## src/rtl/ram_dump_reader_pkg.sv

```systemverilog
// ram_dump_reader_pkg
//   Shared definitions for the RAM dump reader: FSM state encodings,
//   byte-order constants, widths and the byte-selection helper used by
//   the word serializer.
package ram_dump_reader_pkg;

    // FSM states of the dump reader
    typedef enum logic [2:0] {
        ST_IDLE = 3'd0,
        ST_ADDR = 3'd1,
        ST_WAIT = 3'd2,
        ST_HI   = 3'd3,
        ST_LO   = 3'd4,
        ST_FIN  = 3'd5
    } state_t;

    // Byte-order selectors for MSB_FIRST
    localparam logic ORDER_MSB_FIRST = 1'b1;
    localparam logic ORDER_LSB_FIRST = 1'b0;

    // Width of the word count / remaining counter
    localparam int COUNT_W = 15;

    // Pick the first (second=0) or second (second=1) byte of a word
    // according to the configured byte order.
    function automatic logic [7:0] pick_byte(input logic [15:0] word,
                                             input logic        msb_first,
                                             input logic        second);
        logic take_hi;
        take_hi = msb_first ^ second;
        if (take_hi) begin
            return word[15:8];
        end else begin
            return word[7:0];
        end
    endfunction

endpackage

```

## src/rtl/word_byte_serializer.sv

```systemverilog
// word_byte_serializer
//   Holds one 16-bit RAM word and presents it as two bytes in the order
//   chosen by MSB_FIRST. The output byte is registered so it stays stable
//   while the downstream sink stalls.
// Ports:
//   clk       in   clock
//   reset_n   in   asynchronous active-low reset
//   load      in   capture word_in and present its first byte
//   word_in   in   16-bit word from RAM
//   advance   in   present the second byte of the held word
//   byte_out  out  currently presented byte
module word_byte_serializer
    import ram_dump_reader_pkg::*;
#(
    parameter logic MSB_FIRST = ORDER_MSB_FIRST
) (
    input  logic        clk,
    input  logic        reset_n,
    input  logic        load,
    input  logic [15:0] word_in,
    input  logic        advance,
    output logic [7:0]  byte_out
);

    logic [15:0] word_r;
    logic [7:0]  byte_r;

    // Word buffer and presented byte; the buffer is written only on load,
    // so RAM data changing during byte transmission has no effect.
    always_ff @(posedge clk or negedge reset_n) begin
        if (!reset_n) begin
            word_r <= 16'h0000;
            byte_r <= 8'h00;
        end else if (load) begin
            word_r <= word_in;
            byte_r <= pick_byte(word_in, MSB_FIRST, 1'b0);
        end else if (advance) begin
            byte_r <= pick_byte(word_r, MSB_FIRST, 1'b1);
        end else begin
            byte_r <= byte_r;
        end
    end

    assign byte_out = byte_r;

endmodule

```

## src/rtl/ram_dump_reader.sv

```systemverilog
// ram_dump_reader
//   Read-side master for the 16K x 16 RAM. On start it reads count words
//   from base_addr upward (wrapping at the top of the address space) and
//   streams each word as two bytes over a valid/ready byte interface.
//   It never writes the RAM.
// Ports:
//   clk, reset_n        clock, asynchronous active-low reset
//   start, abort        transfer request (IDLE only) / cancel
//   base_addr, count    first word address and word count, captured on start
//   busy, done          transfer in progress / one-cycle completion pulse
//   ram_addr, ram_load  RAM word address / write enable (tied 0)
//   ram_out             RAM read data, valid one cycle after ram_addr
//   tx_data, tx_valid   byte stream out
//   tx_ready            sink ready
module ram_dump_reader
    import ram_dump_reader_pkg::*;
#(
    parameter int   ADDR_W    = 14,
    parameter int   DATA_W    = 16,
    parameter logic MSB_FIRST = ORDER_MSB_FIRST
) (
    input  logic               clk,
    input  logic               reset_n,
    input  logic               start,
    input  logic               abort,
    input  logic [ADDR_W-1:0]  base_addr,
    input  logic [COUNT_W-1:0] count,
    output logic               busy,
    output logic               done,
    output logic [ADDR_W-1:0]  ram_addr,
    output logic               ram_load,
    input  logic [DATA_W-1:0]  ram_out,
    output logic [7:0]         tx_data,
    output logic               tx_valid,
    input  logic               tx_ready
);

    state_t             state_r;
    state_t             next_s;
    logic [ADDR_W-1:0]  addr_r;
    logic [COUNT_W-1:0] rem_r;
    logic               busy_r;
    logic               done_r;
    logic               tx_valid_r;
    logic               hs_s;
    logic               load_s;
    logic               advance_s;

    // Next-state logic plus serializer strobes
    always_comb begin
        next_s    = state_r;
        hs_s      = tx_valid_r & tx_ready;
        load_s    = 1'b0;
        advance_s = 1'b0;
        if (abort && (state_r != ST_IDLE)) begin
            next_s = ST_IDLE;
        end else begin
            case (state_r)
                ST_IDLE: begin
                    // abort beats start when both arrive in IDLE
                    if (start && !abort) begin
                        if (count == 15'd0) begin
                            next_s = ST_FIN;
                        end else begin
                            next_s = ST_ADDR;
                        end
                    end else begin
                        next_s = ST_IDLE;
                    end
                end
                ST_ADDR: next_s = ST_WAIT;
                ST_WAIT: begin
                    load_s = 1'b1;
                    next_s = ST_HI;
                end
                ST_HI: begin
                    if (hs_s) begin
                        advance_s = 1'b1;
                        next_s    = ST_LO;
                    end else begin
                        next_s = ST_HI;
                    end
                end
                ST_LO: begin
                    if (hs_s) begin
                        if (rem_r == 15'd1) begin
                            next_s = ST_FIN;
                        end else begin
                            next_s = ST_ADDR;
                        end
                    end else begin
                        next_s = ST_LO;
                    end
                end
                ST_FIN:  next_s = ST_IDLE;
                default: next_s = ST_IDLE;
            endcase
        end
    end

    // State register and outputs registered from the next state, so
    // busy/done/tx_valid line up with the state they describe.
    always_ff @(posedge clk or negedge reset_n) begin
        if (!reset_n) begin
            state_r    <= ST_IDLE;
            busy_r     <= 1'b0;
            done_r     <= 1'b0;
            tx_valid_r <= 1'b0;
        end else begin
            state_r    <= next_s;
            busy_r     <= (next_s == ST_ADDR) || (next_s == ST_WAIT) ||
                          (next_s == ST_HI)   || (next_s == ST_LO);
            done_r     <= (next_s == ST_FIN);
            tx_valid_r <= (next_s == ST_HI) || (next_s == ST_LO);
        end
    end

    // Address and remaining-word counters; a byte accepted in the abort
    // cycle still advances them, the FSM ends the transfer regardless.
    always_ff @(posedge clk or negedge reset_n) begin
        if (!reset_n) begin
            addr_r <= '0;
            rem_r  <= 15'd0;
        end else if ((state_r == ST_IDLE) && (next_s != ST_IDLE)) begin
            addr_r <= base_addr;
            rem_r  <= count;
        end else if ((state_r == ST_LO) && hs_s) begin
            addr_r <= addr_r + {{(ADDR_W-1){1'b0}}, 1'b1};
            rem_r  <= rem_r - 15'd1;
        end else begin
            addr_r <= addr_r;
            rem_r  <= rem_r;
        end
    end

    word_byte_serializer #(
        .MSB_FIRST (MSB_FIRST)
    ) u_ser (
        .clk      (clk),
        .reset_n  (reset_n),
        .load     (load_s),
        .word_in  (ram_out[15:0]),
        .advance  (advance_s),
        .byte_out (tx_data)
    );

    assign busy     = busy_r;
    assign done     = done_r;
    assign tx_valid = tx_valid_r;
    assign ram_addr = addr_r;
    assign ram_load = 1'b0;

endmodule

```

## config.mk

```make
export PLATFORM = sky130hd
export DESIGN_NAME = ram_dump_reader
export DESIGN_NICKNAME = d
export VERILOG_FILES = /design/src/rtl/ram_dump_reader_pkg.sv /design/src/rtl/word_byte_serializer.sv /design/src/rtl/ram_dump_reader.sv
export SDC_FILE = /design/constraint.sdc
export NUM_CORES = 1
export LEC_CHECK = 0
export ABC_AREA = 1
export BUFFER_PORTS_ARGS = -buffer_cell sky130_fd_sc_hd__buf_2
export CORE_UTILIZATION = 25
export DETAILED_ROUTE_END_ITERATION = 12
export HOLD_SLACK_MARGIN = 0.12
export PLACE_DENSITY = 0.5
export SYNTH_ARGS = -nofsm -noshare
export SYNTH_HDL_FRONTEND = slang
export SYNTH_SLANG_ARGS = --single-unit
```

## constraint.sdc

```tcl
create_clock -name clk -period 2.2 [get_ports clk]
set_input_delay 0.22 -clock clk [delete_from_list [all_inputs] [get_ports clk]]
set_output_delay 0.22 -clock clk [all_outputs]
set_load 0.1 [all_outputs]
```

Word level (Yosys, flattened, before mapping)
Cells that the tools add are included.
- input bits: 50
- flip-flop bits (word level): 51
- reduce and logical (&&, ||, !) cells: 15
- $add $sub $neg: 2
- multiplexer cells: 18
- equal/unequal tests: 10
- bitwise logic cells: 1
- operators with widths (operator ; count):
    $mux W15 ; 2
    $mux W14 ; 2
    $mux W3 ; 6
    $mux W8 ; 2
    $eq A15 B1 Y1 const B ; 1
    $logic_not A15 Y1 ; 1
    $pmux W3 S5 ; 1
    $sub A15 B1 Y15 const B ; 1
    $add A14 B1 Y14 const B ; 1
    $eq A3 B2 Y1 const B ; 4
    $eq A3 B3 Y1 const B ; 3
    $eq A3 B1 Y1 const B ; 2
    $reduce_bool A3 Y1 ; 2
    $mux W1 ; 5
    $logic_and A1 B1 Y1 ; 4
    $logic_or A1 B1 Y1 ; 4
    $reduce_bool A2 Y1 ; 2
    $logic_not A3 Y1 ; 1
    $and A1 B1 Y1 ; 1
    $logic_not A1 Y1 ; 1

Longest topological paths before layout
- word-level depth: 9
- gate-level depth with buffers: 12
- mapped depth without buffers: 12

By module
Synthesis repeated with hierarchy kept, for this count alone.
- cells, all modules: 392
- area total of the unflattened synthesis: 2934.1 um^2
- by module, submodules not included (module ; cells an instance ; seq. area each (um^2) ; area an instance (um^2) ; times used):
    ram_dump_reader ; 314 ; 875.8 ; 2220.9 ; 1
    word_byte_serializer ; 78 ; 400.4 ; 713.2 ; 1

Worst setup path before layout
OpenSTA, ideal clock, no wires.
- path type: flip-flop to flip-flop
- from: register addr_r[1], in the netlist ram_addr[1]
- to: register addr_r[8], in the netlist ram_addr[8]
- buffers on the path: 0
- clock period less this slack: 2.227 ns
- setup slack: -0.027 ns
- arrival: 2.095 ns
- stages on the path, launching flop included: 9
- required time: 2.068 ns
- cells stage by stage: dfrtp_1 -> ha_1 -> nand3_1 -> nor2_1 -> nand2_1 -> nor2_2 -> nand3_1 -> nand3_1 -> o211ai_1
- word-level cells in the longest chain between the ends: 3
- RTL lines (what ; line ; text):
    start, declared ; ram_dump_reader.sv:40 ; logic [ADDR_W-1:0] addr_r;
    start signal, assigned ; ram_dump_reader.sv:125 ; addr_r <= base_addr;
    start signal, assigned ; ram_dump_reader.sv:128 ; addr_r <= addr_r + {{(ADDR_W-1){1'b0}}, 1'b1};
    start signal, assigned ; ram_dump_reader.sv:131 ; addr_r <= addr_r;
    $add A14 B1 Y14 ; ram_dump_reader.sv:128 ;
    $mux W14 ; ram_dump_reader.sv:127 ; end else if ((state_r == ST_LO) && hs_s) begin
    $mux W14 ; ram_dump_reader.sv:124 ; end else if ((state_r == ST_IDLE) && (next_s != ST_IDLE)) begin
Every way passes these cells. The select of a mux whose other input is x is not followed.
A chain may end at the register's enable or synchronous reset.

Worst setup path after layout
- from: register state_r[0]
- to: register rem_r[3]
- word-level cells in the longest chain between the ends: 6
- elaborated cells between the ends (all ways): 14
- classes of those cells: eq/ne (4); mux (3); reduce/logical (7)
- RTL lines (what ; line ; text):
    start, declared ; ram_dump_reader.sv:38 ; state_t state_r;
    start signal, assigned ; ram_dump_reader.sv:110 ; state_r <= next_s;
    $eq A3 B3 Y1, or another cell as far along ; ram_dump_reader.sv:58, ram_dump_reader.sv:127 ;
    $pmux W3 S5 / $logic_and A1 B1 Y1 (equally long branches) ; ram_dump_reader.sv:58, ram_dump_reader.sv:55 ;
    $mux W3 ; ram_dump_reader.sv:55 ; if (abort && (state_r != ST_IDLE)) begin
    $reduce_bool A3 Y1 ; ram_dump_reader.sv:124 ;
    $logic_and A1 B1 Y1 ; ram_dump_reader.sv:124 ;
    $mux W15 / $reduce_bool A2 Y1 (equally long branches) ; n/a ;
    end signal, assigned ; ram_dump_reader.sv:126 ; rem_r <= count;
    end signal, assigned ; ram_dump_reader.sv:129 ; rem_r <= rem_r - 15'd1;
    end signal, assigned ; ram_dump_reader.sv:132 ; rem_r <= rem_r;
    end, declared ; ram_dump_reader.sv:41 ; logic [COUNT_W-1:0] rem_r;
Parallel ways exist; a longest one is shown, timed or not.

==> impl_metrics.env <==
export IMPL_drtAntennaViolNets=0
export IMPL_clk_pin_slew_ps=70
export IMPL_die_area_mm2=0.0120
export IMPL_clkLatencyLatePin_ps=290
export IMPL_clk_path_buf_depth=2
export IMPL_drive_above_1_share_pct=21.5
export IMPL_rr_worst_depth=6
export IMPL_leakage_nw=1.80
export IMPL_pwr_share_clk_pct=15.0
export IMPL_whs_endpoint="u_ser.word_r[2]$_DFFE_PN0P_"
export IMPL_via_count=2766
export IMPL_outcome="complete, no violations"
export IMPL_hold_violations=0
export IMPL_tightest_slew_ps=642
export IMPL_antenna_found_initial=0
export IMPL_async_reset_ff_share_pct=100
export IMPL_syn_instance_count=392
export IMPL_p_per_area_mw_per_mm2=1650
export IMPL_yosysTopAreaCell="dfrtp_1"
export IMPL_placed_cell_area_mm2=0.00340
export IMPL_switching_power_mw=3.33
export IMPL_rsz0062_at_grt="no"
export IMPL_track_usage_pct=14.0
export IMPL_dr_pass1_iters=4
export IMPL_relSlewSlack_pct=57.2
export IMPL_critical_path_max_fanout=13
export IMPL_yosys_most_used_dff="dfrtp_1"
export IMPL_worstPathArrival_ps=1920
export IMPL_critPathLaunchType="flop"
export IMPL_row_count=38
export IMPL_htreeDepth=2
export IMPL_fin_crit_sh_pct=78.0
export IMPL_synthToLayoutAreaGrowth_pct=24.4
export IMPL_cts_resized_gates=0
export IMPL_synth_edf_count=0
export IMPL_coreArea_mm2=0.0110
export IMPL_timing_rr_end="rem_r[3]$_DFFE_PN0P_"
export IMPL_ys_seq_area_share_pct=44.1
export IMPL_place_congestion=0.865
export IMPL_utilization_pct=32.6
export IMPL_fin_setup_tns_ps=0
export IMPL_drv_cap=0
export IMPL_min_period_ps=1720
export IMPL_max_freq_mhz=583
export IMPL_drt_initial_drc_count=125
export IMPL_max_vdd_ir_drop_mv=0.960
export IMPL_root_buffer="clkbuf_16"
export IMPL_synthDistinctLibCells=31
export IMPL_vias_per_cell=4.53
export IMPL_internal_power_mw=2.62
export IMPL_ys_seq_elements=51
export IMPL_io_buffers=74
export IMPL_whs_path_depth=3
export IMPL_start_util_pct=26.2
export IMPL_stdcell_area_mm2=0.00360
export IMPL_grt_ovfl_total=0
export IMPL_fin_cells=610
export IMPL_num_antenna_cells=0
export IMPL_die_x_um=110
export IMPL_synth_area_per_cell_um2=7.38
export IMPL_rrSetupSlack_ps=480
export IMPL_hold_class="in -> reg"
export IMPL_cts_tree="built"
export IMPL_routedWlPerCell_um=12.8
export IMPL_slew_violations=0
export IMPL_hold_start="ram_out[2]"
export IMPL_grt_pass1_wl_mm=13.1
export IMPL_clock_sinks=51
export IMPL_finalSetupViolCount=0
export IMPL_yosys_warnings=0
export IMPL_synth_top_area_share_pct=44.1
export IMPL_p_seq_share_pct=29.7
export IMPL_synthesis_nets=445
export IMPL_fill_cells=1201
export IMPL_grt_pass1_vias=2772
export IMPL_placed_cells=599
export IMPL_required_ps=2400
export IMPL_syn_area_mm2=0.00289
export IMPL_die_y_um=110
export IMPL_wirelength_mm=7.79
export IMPL_synth_area_leaders="dfrtp_1, nand2_1, inv_1"
export IMPL_cts_buffers=5
export IMPL_power_frac_comb_pct=55.3
export IMPL_hold_ws_ps=128
export IMPL_swShare_pct=55.9
export IMPL_dp_hpwl_mm=6.07
export IMPL_drc=0
export IMPL_rr_startpoint="state_r[0]$_DFF_PN0_"
export IMPL_cp_end_kind="flop"
export IMPL_finClkSkew_ps=3.85
export IMPL_grt_max_degree=28
export IMPL_critPathKind="reg -> reg"
export IMPL_finalNetCount=522
export IMPL_pin_count=76
-- per-stage QoR --
stage | setup slack (ps) | total power, mW
global placement | 475 | 5.06
detailed placement | 503 | 5.09
CTS | 482 | 6.01
global route | 315 | 6.37
finish | 485 | 5.95
floorplan | 136 | 4.47
-- registers in the layout, indices dropped and copies added (netlist names) --
| name | flops |
|---|---|
| busy | 1 |
| ram_addr | 14 |
| done | 1 |
| u_ser.byte_out | 8 |
| state_r | 3 |
| rem_r | 15 |
| u_ser.word_r | 8 |
| tx_valid | 1 |
-- Yosys cell counts (3+ instances only) --
master,number
a21oi_1,7
a31oi_1,5
buf_2,4
buf_4,4
buf_6,3
dfrtp_1,51
ha_1,3
inv_1,41
inv_2,3
nand2_1,137
nand2_2,3
nand3_1,27
nand4_1,3
nor2_1,41
nor2_2,3
nor3_1,3
o211ai_1,15
o21ai_0,15
o221ai_1,4
xnor2_1,3
xor2_1,7
-- cells by family (layout without fill, tap and decap cells) --
logic type | count (synthesis) | count (layout) | synth area share [%]
adders and majority gates | 3 | 3 | 1.30
other | 1 | 1 | 0.130
buffers and inverters | 55 | 133 | 8.61
xor gates and xnor gates | 10 | 10 | 3.03
and+or+nand+nor | 222 | 222 | 31.8
DFF | 51 | 51 | 44.1
AOI/OAI and AO/OA | 50 | 50 | 11.0
-- cells in the final DEF, fill, tap and decap left out, types with 2 or more instances in the layout --
master / n
xnor2_1: 3
inv_1: 41
nor3_1: 3
dfrtp_1: 49
nand3_1: 27
buf_2: 74
buf_4: 3
ha_1: 3
o221ai_1: 4
xor2_1: 7
o21ai_0: 15
nand2_2: 3
dlygate4sd3_1: 3
nand2_1: 137
nand4_1: 3
inv_2: 3
nor2_2: 3
o211ai_1: 15
clkbuf_16: 5
a21oi_1: 7
nor2_1: 41
a31oi_1: 5
dfrtp_2: 2
-- timing repair --
action                                  in CTS  in global routing
endpoints found under the setup margin       0                  0
endpoints found under the hold margin       26                  0
buffers inserted                             0                  0
hold buffers                                 3                  0
-- critical path, cell delays in order (launching register included) --
cell and delay [ps]:
dfrtp_1 440, nor3_2 220, nand2_2 240, inv_1 240, buf_4 230, o21ai_0 110, o221ai_1 150
-- area by class of cell --
cell class | instances | area (um2) | area share, %
clock buffer | 5 | 125 | 3.48
clock inverter | 3 | 43.8 | 1.22
multi-input combinational | 286 | 1370 | 38.0
tap | 140 | 175 | 4.87
sequential | 51 | 1280 | 35.5
timing repair buffer | 81 | 443 | 12.3
inverter | 44 | 165 | 4.59
-- metal layers --
layer / routed length [um] / share of wire (%) / vias to the layer above / track usage, %
li1: - / - / 1407 / -
met1: 3580 / 46 / 1282 / 18.8
met2: 3710 / 48 / 72 / 23.3
met3: 453 / 5.8 / 5 / 2.85
met4: 43 / 0.55 / 0 / 2.57
met5: 0 / 0 / - / 0
-- power groups by stage --
stage	combinational, mW	clock [mW]	sequential (mW)
6_report	3.29	0.895	1.76
5_1_grt	3.58	0.954	1.83
4_1_cts	3.32	0.926	1.77
3_5_place_dp	3.31	0	1.78
3_3_place_gp	3.28	0	1.78
2_1_floorplan	1.22	0	3.25
-- how the worst max path moves through the flow --
stage | from | to | slack [ps] | depth (start not counted)
after floorplan | ram_addr[6]$_DFFE_PN0P_ | ram_addr[11]$_DFFE_PN0P_ | 140 | 7
after global placement | state_r[1]$_DFF_PN0_ | rem_r[3]$_DFFE_PN0P_ | 480 | 6
after detailed placement | state_r[0]$_DFF_PN0_ | rem_r[2]$_DFFE_PN0P_ | 500 | 8
after CTS | state_r[0]$_DFF_PN0_ | rem_r[8]$_DFFE_PN0P_ | 480 | 8
after global routing | state_r[1]$_DFF_PN0_ | rem_r[3]$_DFFE_PN0P_ | 320 | 6
final | state_r[0]$_DFF_PN0_ | rem_r[3]$_DFFE_PN0P_ | 480 | 6
No activity file was read; power rests on OpenSTA's default activity.
